## src/rtl/fifo_ctrl.sv

```systemverilog
`default_nettype none
// ============================================================================
// Module   : fifo_ctrl
// Brief    : Pointer, occupancy and status-flag controller for a synchronous
//            first-word-fall-through FIFO built around an external memory core.
// Revision : 1.0 - initial release
// ============================================================================
module fifo_ctrl #(
  parameter int ADDR_WIDTH = 4,
  parameter int AF_THRESH  = 14,
  parameter int AE_THRESH  = 2
) (
  input  logic                  clk,
  input  logic                  rst,
  input  logic                  push,
  input  logic                  pop,
  input  logic                  clr_err,
  output logic                  wr_en,
  output logic                  rd_en,
  output logic [ADDR_WIDTH-1:0] wr_ptr,
  output logic [ADDR_WIDTH-1:0] rd_ptr,
  output logic [ADDR_WIDTH:0]   count,
  output logic                  full,
  output logic                  empty,
  output logic                  almost_full,
  output logic                  almost_empty,
  output logic                  overflow,
  output logic                  underflow
);

  localparam logic [ADDR_WIDTH:0] c_PTR_ONE   = (ADDR_WIDTH+1)'(1);
  localparam logic [ADDR_WIDTH:0] c_AF_THRESH = (ADDR_WIDTH+1)'(AF_THRESH);
  localparam logic [ADDR_WIDTH:0] c_AE_THRESH = (ADDR_WIDTH+1)'(AE_THRESH);

  // Pointers carry one extra wrap bit so full and empty are distinguishable.
  logic [ADDR_WIDTH:0] r_wr_ptr;
  logic [ADDR_WIDTH:0] r_rd_ptr;
  logic                r_overflow;
  logic                r_underflow;

  logic [ADDR_WIDTH:0] w_count;
  logic                w_full;
  logic                w_empty;
  logic                w_pop_ok;
  logic                w_push_ok;

  assign w_count = r_wr_ptr - r_rd_ptr;
  assign w_empty = (r_wr_ptr == r_rd_ptr);
  assign w_full  = (r_wr_ptr[ADDR_WIDTH-1:0] == r_rd_ptr[ADDR_WIDTH-1:0]) &&
                   (r_wr_ptr[ADDR_WIDTH] != r_rd_ptr[ADDR_WIDTH]);

  // A pop on a full FIFO frees the slot the same cycle; an empty FIFO has no
  // bypass, so a pop there is refused even if a push arrives alongside it.
  assign w_pop_ok  = pop & ~w_empty;
  assign w_push_ok = push & (~w_full | w_pop_ok);

  always_ff @(posedge clk or posedge rst) begin
    if (rst) begin
      r_wr_ptr <= '0;
      r_rd_ptr <= '0;
    end else begin
      if (w_push_ok) r_wr_ptr <= r_wr_ptr + c_PTR_ONE;
      if (w_pop_ok)  r_rd_ptr <= r_rd_ptr + c_PTR_ONE;
    end
  end

  // Sticky error flags; a new error event takes priority over a clear.
  always_ff @(posedge clk or posedge rst) begin
    if (rst) begin
      r_overflow  <= 1'b0;
      r_underflow <= 1'b0;
    end else begin
      if (push && !w_push_ok) r_overflow <= 1'b1;
      else if (clr_err)       r_overflow <= 1'b0;
      if (pop && !w_pop_ok)   r_underflow <= 1'b1;
      else if (clr_err)       r_underflow <= 1'b0;
    end
  end

  assign wr_en        = w_push_ok;
  assign rd_en        = w_pop_ok;
  assign wr_ptr       = r_wr_ptr[ADDR_WIDTH-1:0];
  assign rd_ptr       = r_rd_ptr[ADDR_WIDTH-1:0];
  assign count        = w_count;
  assign full         = w_full;
  assign empty        = w_empty;
  assign almost_full  = (w_count >= c_AF_THRESH);
  assign almost_empty = (w_count <= c_AE_THRESH);
  assign overflow     = r_overflow;
  assign underflow    = r_underflow;

endmodule
`default_nettype wire

```

## config.mk

```make
export PLATFORM = sky130hd
export DESIGN_NAME = fifo_ctrl
export DESIGN_NICKNAME = d
export VERILOG_FILES = /design/src/rtl/fifo_ctrl.sv
export SDC_FILE = /design/constraint.sdc
export NUM_CORES = 1
export LEC_CHECK = 0
export CAP_MARGIN = 5
export CELL_PAD_IN_SITES_DETAIL_PLACEMENT = 0
export CELL_PAD_IN_SITES_GLOBAL_PLACEMENT = 1
export CORE_ASPECT_RATIO = 0.7
export CORE_MARGIN = 5
export CORE_UTILIZATION = 37
export DETAILED_ROUTE_END_ITERATION = 10
export PLACE_DENSITY = 0.85
export SETUP_SLACK_MARGIN = 0.2
export SKIP_LAST_GASP = 1
export SLEW_MARGIN = 0
export SYNTH_ARGS = -nofsm -noshare
export SYNTH_HDL_FRONTEND = slang
export SYNTH_SLANG_ARGS = --single-unit
```

## constraint.sdc

```tcl
create_clock -name clk -period 3.1 [get_ports clk]
set_input_delay 0.62 -clock clk [delete_from_list [all_inputs] [get_ports clk]]
set_output_delay 0.62 -clock clk [all_outputs]
set_load 0.1 [all_outputs]
```

==> flow_summary_export.csv, run 1 <==
group,metric,value,unit
status,run_status,"completed",
grt,antenna_found_initial,0,
detailed_routing,drt-initial-drc-count,22,
detailed_routing,post_drt_wl_per_cell,13.2,um
sta,period_needed,2.85,ns
logic_synthesis,synth_compound_area_share,12.8,%
finish,multi_input_comb_area,553,um2
clock_network,clock_path_buffers,2,
clock_network,cts_tree,"done",
clock_network,cts-root-buf,"clkbuf_4",
logic_synthesis,synthesis.nets,92,
die,fp.coreArea,2140,um2
setup_path,path_class,"register to primary output",
setup_path,cpPeakStageDelay,0.41,ns
clock_network,cts_hold_buffers,0,
clock_network,path_clk_slew,0.08,ns
grt,grt-ovfl-total,0,
finish,final_cell_mix,"buf_4 (16), dfrtp_1 (10), buf_12 (9)",
die,initial_core_util,38.8,%
setup_path,cp-start-kind,"register",
setup_path,startpoint,"r_wr_ptr[0]",
logic_synthesis,synth_top_family_by_area,"XOR/XNOR gates",
sta,rsz0062_at_grt,"true",
place,gp_congestion,0.722,
finish,seq_area,303,um2
finish,finalCoreUtilization,60.7,%
setup_path,crit_cells,9,
sta,timing.final.crit_share,91.8,%
detailed_routing,wirelength,1790,um
setup_path,critPathTopFamily,"compound AO/OA/AOI/OAI gates",
finish,layout-drive-gt1-share,48.1,%
die,die_area,3300,um2
job,maxCapViolations,0,
sta,hold_violations,0,
setup_path,path_buf_inv,3,
grt,grt_pass1_vias,624,
setup_path,cp_cell_sequence,"inv_2, ha_4, inv_2, fa_2, a21o_1, a21oi_4, xnor2_4, a2111oi_4, buf_12",
setup_path,r2r_start,"r_rd_ptr[3]",
logic_synthesis,ys_warn_count,0,
clock_network,cts_num_sinks,12,
setup_path,crit_path_frequent_cell,"inv_2",
die,pin_count,26,
die,die_y,49.6,um
sta,max-slew-margin-rel,68.4,%
sta,slew_violations,0,
clock_network,cts_buffers,3,
logic_synthesis,synth-seq-area-share,36.2,%
detailed_routing,drtPass1Iterations,3,
die,die_x,66.6,um
logic_synthesis,synthMuxAreaShare,1.81,%
finish,diodes,0,
clock_network,clk-insertion-delay-late,0.27,ns
place,hpwl,1460,um
finish,fin_nets,118,
clock_network,htreeDepth,1,
logic_synthesis,yosys.area_share.simple,11.0,%
finish,layout_commonest_cell,"buf_4",
hold_path,hold_path.class,"register to register",
grt,grt_usage,11.8,%
setup_path,worstRegToRegCells,5,
die,rows,14,
logic_synthesis,yosys.area_share.xor_xnor,14.9,%
place,io_buffers,25,
logic_synthesis,ys_types,24,
hold_path,whs_path_depth,1,
setup_path,arrival,2.23,ns
finish,fill_cells,188,
detailed_routing,via_per_inst,4.52,
setup_path,path_max_fanout,3,
grt,grt_max_degree,13,
sta,finClkSkew,0.00568,ns
logic_synthesis,syn-cell-area,830,um2
logic_synthesis,syn_area_per_cell,10.4,um2
sta,setup_viol,0,
hold_path,min_from,"r_rd_ptr[3]",
setup_path,cp_slowest_cell,"dfrtp_2",
detailed_routing,antenna_left,0,
detailed_routing,route.detailed.drc,0,
logic_synthesis,netlist_instances,80,
sta,tightest_slew,0.474,ns
detailed_routing,route.vias.total,615,
setup_path,end_kind,"primary output",
logic_synthesis,yosys_register_bits,12,
setup_path,required,2.48,ns
logic_synthesis,yosys.area_share.adder,11.5,%
finish,area_delta_synth_final,56.3,%
sta,fmax,351,MHz
grt,grt_pass1_wl,2950,um
worst paths after layout:
path	endpoint	slack, ns
max in group asynchronous	r_rd_ptr[0]	2.09
setup / recovery	almost_empty	0.25
hold reg to reg	r_rd_ptr[3]	0.53
min in group asynchronous	r_rd_ptr[3]	0.66
setup reg to reg	r_wr_ptr[1]	1.08
hold / removal	r_rd_ptr[3]	0.53
state kept, by name (all words and copies together), names as in the netlist:
name / flops
overflow: 1
r_rd_ptr: 5
r_wr_ptr: 5
underflow: 1
metal layers:
metal	GRT usage (%)	vias to the layer above	share of wire (%)
li1	-	309	-
met4	3.04	0	0.56
met2	15.8	24	41
met3	6.14	2	9.2
met1	16.5	280	49
met5	0	-	0
cell type report:
class / count / share of cell area, %
multi-input cells: 50 / 42.7
repair buffers: 29 / 26.3
flip-flops and latches: 12 / 23.4
well taps: 32 / 3.09
inverters: 10 / 2.90
clock buffers: 3 / 1.74
through the flow:
step                      hold slack (ns)  area (um2)  TNS [ns]  cells  setup WS [ns]
after CTS                           0.535        1250         0    135         0.0988
after detailed placement            0.519        1190         0    129          0.357
after global placement              0.526        1190         0    129          0.406
after global routing                0.571        1300         0    136          0.147
final                               0.533        1300         0    136          0.254
after floorplan                     0.485         903    -0.522     80         -0.346
cell usage after synthesis (all sizes together):
cell / instances / area, um2
xor2: 6 / 52.6
a21boi: 1 / 18.8
a21o: 1 / 7.51
nand4: 2 / 12.5
ha: 6 / 75.1
dfrtp: 12 / 300
nand2: 7 / 26.3
o31ai: 1 / 21.3
o21ai: 4 / 20.0
and4: 1 / 8.76
a2111oi: 1 / 15.0
mux2: 1 / 15.0
buf: 8 / 60.1
fa: 1 / 20.0
nand3: 2 / 10.0
a21oi: 3 / 15.0
nor2: 3 / 11.3
and2: 1 / 7.51
a31o: 1 / 8.76
nor3: 2 / 15.0
inv: 10 / 37.5
xnor2: 6 / 71.3
logic make-up (layout without fill, tap and decap cells):
kind of cell,count (synthesis),after routing
adders and majority gates,7,7
AOI/OAI and AO/OA,12,12
DFF,12,12
and+or+nand+nor,18,18
muxes,1,1
xor gates and xnor gates,12,12
buffers and inverters,18,42
repair_timing:
action / CTS / global route
pin swaps: 6 / 5
buffers inserted: 3 / 1
gates resized for setup: 6 / 6
setup endpoints to repair: 2 / 4
Power of run 1 is left out: the tool's default activity adds up to more than one toggle a clock period on the data nets, which glitch-free logic cannot reach.
==> run 2: changes to the inputs <==
CTS_CLUSTER_SIZE = 8   (was unset)
==> results of run 2 <==
The final DEF is identical to that of run 1; final timing and power are the same.
Power of run 2 is left out for the same reason.
